==> src/rtl/lcd_write_arbiter.sv <==
// lcd_write_arbiter: arbitrates init/user byte writes onto a 4-bit HD44780-style LCD bus
module lcd_write_arbiter #(
  parameter int T_SETUP = 2,
  parameter int T_EN    = 12,
  parameter int T_HOLD  = 1,
  parameter int T_NIB   = 50,
  parameter int T_BYTE  = 2000,
  parameter int T_CLR   = 82000
) (
  input  logic       clk,
  input  logic       rst_n,
  input  logic       init_req,
  input  logic       init_rs,
  input  logic [7:0] init_data,
  output logic       init_ack,
  input  logic       init_done,
  input  logic       usr_req,
  input  logic       usr_rs,
  input  logic [7:0] usr_data,
  output logic       usr_ack,
  output logic       busy,
  output logic       lcd_e,
  output logic       lcd_rs,
  output logic       lcd_rw,
  output logic [3:0] lcd_db
);
  typedef enum logic [3:0] {IDLE, H_SETUP, H_EN, H_HOLD, GAP, L_SETUP, L_EN, L_HOLD, SETTLE, ACK} state_t;
  state_t      state, nxt;
  logic [16:0] cnt, dur;
  logic [7:0]  data_q;
  logic        rs_q, own_q, clr, hi;
  assign clr = !rs_q && (data_q == 8'h01 || data_q == 8'h02 || data_q == 8'h03);
  // next state: IDLE arbitrates (init first, user only after init_done); timed states advance when the counter drains
  always_comb begin
    nxt = state;
    case (state)
      IDLE:    nxt = (init_req || (usr_req && init_done)) ? H_SETUP : IDLE;
      H_SETUP: nxt = H_EN;
      H_EN:    nxt = H_HOLD;
      H_HOLD:  nxt = GAP;
      GAP:     nxt = L_SETUP;
      L_SETUP: nxt = L_EN;
      L_EN:    nxt = L_HOLD;
      L_HOLD:  nxt = SETTLE;
      SETTLE:  nxt = ACK;
      default: nxt = IDLE;
    endcase
    if (state != IDLE && cnt != 17'd0) nxt = state;
  end
  assign dur = (nxt == H_SETUP || nxt == L_SETUP) ? 17'(T_SETUP - 1) :
               (nxt == H_EN || nxt == L_EN)       ? 17'(T_EN - 1) :
               (nxt == H_HOLD || nxt == L_HOLD)   ? 17'(T_HOLD - 1) :
               (nxt == GAP)                       ? 17'(T_NIB - 1) :
               (nxt == SETTLE)                    ? (clr ? 17'(T_CLR - 1) : 17'(T_BYTE - 1)) : 17'd0;
  // state register, wait counter reloaded on every state change, and the granted byte latched at grant time
  always_ff @(posedge clk or negedge rst_n) begin
    if (!rst_n) begin
      state  <= IDLE;
      cnt    <= 17'd0;
      data_q <= 8'h00;
      rs_q   <= 1'b0;
      own_q  <= 1'b0;
    end else begin
      state <= nxt;
      cnt   <= (nxt != state) ? dur : (cnt != 17'd0) ? cnt - 17'd1 : cnt;
      if (state == IDLE && nxt == H_SETUP) begin
        own_q  <= !init_req;
        rs_q   <= init_req ? init_rs : usr_rs;
        data_q <= init_req ? init_data : usr_data;
      end
    end
  end
  assign hi       = state inside {H_SETUP, H_EN, H_HOLD, GAP};
  assign lcd_db   = (state == IDLE) ? 4'h0 : hi ? data_q[7:4] : data_q[3:0];
  assign lcd_rs   = (state != IDLE) && rs_q;
  assign lcd_e    = (state == H_EN) || (state == L_EN);
  assign lcd_rw   = 1'b0;
  assign busy     = state != IDLE;
  assign init_ack = (state == ACK) && !own_q;
  assign usr_ack  = (state == ACK) && own_q;
endmodule

==> config.mk <==
export PLATFORM = sky130hd
export DESIGN_NAME = lcd_write_arbiter
export DESIGN_NICKNAME = d
export VERILOG_FILES = /design/src/rtl/lcd_write_arbiter.sv
export SDC_FILE = /design/constraint.sdc
export NUM_CORES = 1
export LEC_CHECK = 0
export ABC_AREA = 1
export CORE_ASPECT_RATIO = 2
export CORE_MARGIN = 3
export CORE_UTILIZATION = 49
export DETAILED_ROUTE_END_ITERATION = 16
export PLACE_DENSITY = 0.77
export SKIP_CTS_REPAIR_TIMING = 1
export SYNTH_ARGS = -nofsm -noshare
export SYNTH_HDL_FRONTEND = slang
export SYNTH_SLANG_ARGS = --single-unit
==> constraint.sdc <==
create_clock -name clk -period 1.87 [get_ports clk]
set_input_delay 0.374 -clock clk [delete_from_list [all_inputs] [get_ports clk]]
set_output_delay 0.374 -clock clk [all_outputs]
set_load 0.05 [all_outputs]
; Word-level counts from Yosys, hierarchy flattened
; Cells that the tools add are included.
[totals]
out_inout_bits = 10
word_cells = 64
reg_bits = 31
[classes]
n_eq_ne = 21
n_reduce_logical = 22
add_sub_neg = 1
mux = 15
[op_table]
columns = cell, n
row1 = 17-bit 2-to-1 mux, 8
row2 = 4-bit one-hot mux with 9 select lines, 1
row3 = 4-bit by 3-bit equality test with 1-bit output (second input constant), 8
row4 = 17-bit nonzero test, 1
row5 = 17-bit by 1-bit subtractor with 17-bit output (second input constant), 1
row6 = 4-bit by 2-bit equality test with 1-bit output (second input constant), 4
row7 = 8-bit by 2-bit equality test with 1-bit output (second input constant), 2
row8 = 4-bit equality test (second input constant), 3
row9 = 4-bit 2-to-1 mux, 3
row10 = 4-bit by 1-bit equality test with 1-bit output (second input constant), 2
row11 = 8-bit by 1-bit equality test with 1-bit output (second input constant), 1
row12 = 8-bit 2-to-1 mux, 1
row13 = 4-bit nonzero test, 2
row14 = 1-bit logical AND, 7
row15 = 1-bit logical OR, 7
row16 = 4-bit logical NOT, 1
row17 = 4-bit != test, 1
row18 = 1-bit logical NOT, 3
row19 = 1-bit 2-to-1 mux, 2
row20 = 2-bit nonzero test, 1

; Longest topological paths before layout
[depth]
word_depth = 12
ltp_mapped = 16
mapped_depth_nobuf = 16

; Least setup slack after synthesis
; No wires, ideal clock.
[synth_timing]
kind = reg2out
start = reg state[3]
end = out lcd_db[1]
t_arrival_ns = 2.147
path_stages_with_launch = 6
path_slack_ns = -0.651
path_buffers = 0
cell_sequence = dfrtp_1 > inv_1 > nand2_1 > o21ai_1 > nor2_1 > a211oi_1
[synth_via]
elab_chain_cells = 4
[synth_lines]
columns = element, line_no
row1 = "start, declared", 28  ; state_t state, nxt;
row2 = "start signal, assigned", 64  ; state <= nxt;
row3 = "4-bit by 1-bit equality test with 1-bit output, or another cell as far along", 73  ; assign hi = state inside {H_SETUP, H_EN, H_HOLD, GAP};
row4 = 4-bit nonzero test, 73
row5 = 4-bit 2-to-1 mux, 74  ; assign lcd_db = (state == IDLE) ? 4'h0 : hi ? data_q[7:4] : data_q[3:0];
row6 = 4-bit 2-to-1 mux *, 74
row7 = "end, declared", 25  ; output logic [3:0] lcd_db
; Mark *: on every way between the ends. The rest lies on a longest branch, timed or not.

; Final worst setup path
[layout_timing]
start = reg state[2]
end = out lcd_db[1]
; Same word-level chain as after synthesis.

==> reports/qor.tcl <==
set qor(fp.dieArea_mm2) 0.00515
set qor(post_synth.cell_area_avg_um2) 7.06
set qor(route.antenna.remaining_nets) 0
set qor(yosys_register_bits) 31
set qor(cts_max_path_buffers) 2
set qor(drc_errors) 0
set qor(violations_in_the_final_reports) {negative setup slack}
set qor(final_area_mm2) 0.00334
set qor(core-area_mm2) 0.00413
set qor(synthToLayoutAreaGrowth_pct) 59.3
set qor(finalWorstSetupSlack_ns) -0.274
set qor(clkSinkCount) 31
set qor(layout.nets) 413
set qor(ratio_of_total_power_to_cell_area_mw_per_mm2) 430
set qor(placed_cells) 421
set qor(layout_worst_path_cycle_share_pct) 115
set qor(final_layout_size_suffix_gt1_share_pct) 38.6
set qor(insertedDiodeCount) 0
set qor(initial_core_util_pct) 50.8
set qor(ios) 33
set qor(type_of_the_setup_path_with_the_least_slack) {reg2out}
set qor(timing.critical_path.from_type) {register}
set qor(layout.cells.non_filler) 441
set qor(synthesis.instances) 297
set qor(total_leakage_power_nw) 1.73
set qor(worst-path-max-fanout) 6
set qor(ctsHtreeMaxLevel) 2
set qor(syn_area_mm2) 0.00210
set qor(post-place-ws_ns) -0.192
set qor(globalRouteOverflowTotal) 0
set qor(grtUsageTotal_pct) 25.7
set qor(total_power_mw) 1.43
set qor(clock_tree_from_tritoncts) {built}
set qor(totalWireLength_um) 7260
set qor(timing.critical_path.required_ns) 1.50
set qor(vias) 2404
set qor(via_per_inst) 5.45
set qor(seq_area_frac_synth_pct) 37.0
set qor(floorplan.die.width_um) 52.2
set qor(row_count) 33
set qor(cts_buffers) 5
set qor(clkSlewWorstSetupHoldPaths_ns) 0.07
set qor(worst_hold_path_type) {in2async}
set qor(grt_pass1_wl_um) 9930
set qor(fmaxAchievable_mhz) 466
set qor(power.ir.vdd_worst_v) 0.000441
set qor(die_h_um) 98.5
set qor(syn_nets) 322
set qor(number_of_antenna_violations_at_the_first_check_in_global_routing) 0
set qor(initialDrtViolationCount) 55
set qor(grt_start_max_net_pins) 32
set qor(fin_crit_ns) 2.14
set qor(setup_total_negative_slack_ns) -4.15
set qor(setup_repair_after_global_routing_missed_its_margin) {true}
set qor(via_count_of_the_first_global_routing_pass) 2340
set qor(dpl_cell_area_mm2) 0.00293
set qor(critPathArrivalTime_ns) 1.77
set qor(drt_pre_antenna_iters) 4
set qor(report.final.setup_viol) 24
set qor(port_buffers) 31
set qor(gp_congestion) 0.945
set qor(outcome) {complete, but fails checks}
set qor(ys_types) 33
set qor(synthesis.yosys.warnings) 0
set qor(post_route_clock_skew_ns) 0.00391
set qor(end_kind) {output pin}
set qor(timing.final.hold_violations) 0
set qor(max_cap_violations) 0
set qor(final-max-slew-violation-count) 0
set qor(clock-root-buffer) {sky130_fd_sc_hd__clkbuf_8}
set qor(dpl.hpwl_um) 4660
set qor(drt-wirelength-per-cell_um) 16.5
set qor(clock_latency_at_the_later_pin_of_the_worst_skew_pair_ns) 0.28
==> worst paths after layout <==
| check | startpoint | end | slack [ns] | cells past startpoint |
|---|---|---|---|---|
| setup / recovery | state[2] | lcd_db[1] | -0.27 | 7 |
| setup reg to reg | cnt[1] | cnt[0] | -0.23 | 15 |
| max in group asynchronous | rst_n | state[0] | 1.05 | 2 |
| min in group clk | own_q | own_q | 0.54 | 2 |
| hold / removal | rst_n | cnt[1] | 0.50 | 2 |
| hold reg to reg | own_q | own_q | 0.54 | 2 |
==> routing by layer <==
layer	GRT usage (%)	vias up	part of all wire (%)
met5	0	-	0
li1	-	1134	-
met3	3.93	42	3.4
met4	19.5	0	6.2
met2	47.7	102	59
met1	23.0	1126	32
==> power by group <==
group / leakage, nW / switching [mW] / internal, mW / total, mW
logic: 1.30 / 0.106 / 0.107 / 0.213
registers: 0.391 / 0.0189 / 0.689 / 0.708
clock network: 0.0422 / 0.253 / 0.261 / 0.514
total: 1.73 / 0.377 / 1.06 / 1.43
==> kinds of logic after synthesis <==
kind of cell             Yosys count  share of synthesized area, %
AO/OA/AOI/OAI                     37                          11.2
buffers and inverters             49                          9.73
adder cells (fa/ha/maj)            2                          1.19
XOR/XNOR                          13                          5.43
other                              1                         0.179
flip-flops                        31                          37.0
AND/OR/NAND/NOR                  164                          35.3
==> critical path: stages, from the launching register on <==
cell                       delay, ns
sky130_fd_sc_hd__dfrtp_2        0.46
sky130_fd_sc_hd__inv_4          0.12
sky130_fd_sc_hd__nor2_2         0.06
sky130_fd_sc_hd__nand2_2        0.11
sky130_fd_sc_hd__o21ai_4        0.11
sky130_fd_sc_hd__buf_6          0.15
sky130_fd_sc_hd__a211oi_4       0.29
sky130_fd_sc_hd__buf_12         0.18
==> Yosys cell counts <==
cell type	n	area, um^2
sky130_fd_sc_hd__a21oi_1	8	40.0
sky130_fd_sc_hd__clkbuf_1	2	7.51
sky130_fd_sc_hd__a31oi_1	9	56.3
sky130_fd_sc_hd__buf_4	1	7.51
sky130_fd_sc_hd__ha_1	2	25.0
sky130_fd_sc_hd__inv_1	40	150
sky130_fd_sc_hd__nor2_1	53	199
sky130_fd_sc_hd__buf_6	2	22.5
sky130_fd_sc_hd__xnor2_1	6	52.6
sky130_fd_sc_hd__nand3_1	23	115
sky130_fd_sc_hd__nor2_2	3	18.8
sky130_fd_sc_hd__nor2_4	2	22.5
sky130_fd_sc_hd__nand3_2	2	20.0
sky130_fd_sc_hd__nand3b_1	1	7.51
sky130_fd_sc_hd__nand2_1	65	244
sky130_fd_sc_hd__xor2_1	7	61.3
sky130_fd_sc_hd__a211oi_1	2	15.0
sky130_fd_sc_hd__nand2_2	1	6.26
sky130_fd_sc_hd__o21ai_0	8	40.0
sky130_fd_sc_hd__nand2_4	4	45.0
sky130_fd_sc_hd__nor3_2	1	10.0
sky130_fd_sc_hd__o211ai_1	4	30.0
sky130_fd_sc_hd__conb_1	1	3.75
sky130_fd_sc_hd__inv_2	3	11.3
sky130_fd_sc_hd__nor4_1	2	12.5
sky130_fd_sc_hd__nand4_1	3	18.8
sky130_fd_sc_hd__o21ai_2	2	17.5
sky130_fd_sc_hd__a21oi_4	1	16.3
sky130_fd_sc_hd__o21ai_1	2	10.0
sky130_fd_sc_hd__buf_2	1	5.00
sky130_fd_sc_hd__dfrtp_1	31	776
sky130_fd_sc_hd__a21oi_2	1	8.76
sky130_fd_sc_hd__nor3_1	4	20.0
==> stage by stage <==
step           hold WS (ns)  util (%)
2_1_floorplan        0.0784         -
3_3_place_gp          0.487      70.9
3_5_place_dp          0.501      70.9
4_1_cts               0.514      72.8
5_1_grt               0.531      80.8
6_report              0.495      80.8
==> sequential cells by signal, summed over array words and instances, names as in the netlist <==
name,flops
cnt,17
data_q,8
state,4
own_q,1
rs_q,1
==> cell type report <==
class                           count  area, um^2
Inverter                           43         171
Clock inverter                      1        5.00
Clock buffer                        7        76.3
Sequential cell                    31         781
Tap cell                           52        65.1
Multi-Input combinational cell    217        1390
Timing Repair Buffer               90         853
Fill cell                         243         791
==> cell usage in the layout (no fill, tap or decap), types with 2 or more instances in the layout <==
cell / n
sky130_fd_sc_hd__dfrtp_1: 27
sky130_fd_sc_hd__inv_2: 8
sky130_fd_sc_hd__o21ai_0: 3
sky130_fd_sc_hd__nand4_1: 3
sky130_fd_sc_hd__o21ai_1: 5
sky130_fd_sc_hd__o21ai_2: 2
sky130_fd_sc_hd__nand2_4: 5
sky130_fd_sc_hd__nand3_1: 16
sky130_fd_sc_hd__nor2_2: 12
sky130_fd_sc_hd__a31oi_1: 9
sky130_fd_sc_hd__nand2_8: 3
sky130_fd_sc_hd__dfrtp_2: 4
sky130_fd_sc_hd__buf_12: 8
sky130_fd_sc_hd__a21oi_2: 5
sky130_fd_sc_hd__nand2_2: 11
sky130_fd_sc_hd__nor3_1: 4
sky130_fd_sc_hd__xor2_1: 7
sky130_fd_sc_hd__nor4_1: 2
sky130_fd_sc_hd__a21oi_4: 4
sky130_fd_sc_hd__o21ai_4: 2
sky130_fd_sc_hd__nor2_4: 3
sky130_fd_sc_hd__buf_6: 6
sky130_fd_sc_hd__buf_4: 54
sky130_fd_sc_hd__inv_1: 31
sky130_fd_sc_hd__clkbuf_8: 5
sky130_fd_sc_hd__a211oi_4: 2
sky130_fd_sc_hd__nor2_1: 43
sky130_fd_sc_hd__inv_4: 4
sky130_fd_sc_hd__nand2_1: 51
sky130_fd_sc_hd__clkbuf_1: 2
sky130_fd_sc_hd__nand3_2: 7
sky130_fd_sc_hd__nand3_4: 2
sky130_fd_sc_hd__clkdlybuf4s50_1: 22
sky130_fd_sc_hd__xnor2_1: 6
sky130_fd_sc_hd__o211ai_1: 4
No activity file was read; power rests on OpenSTA's default activity.
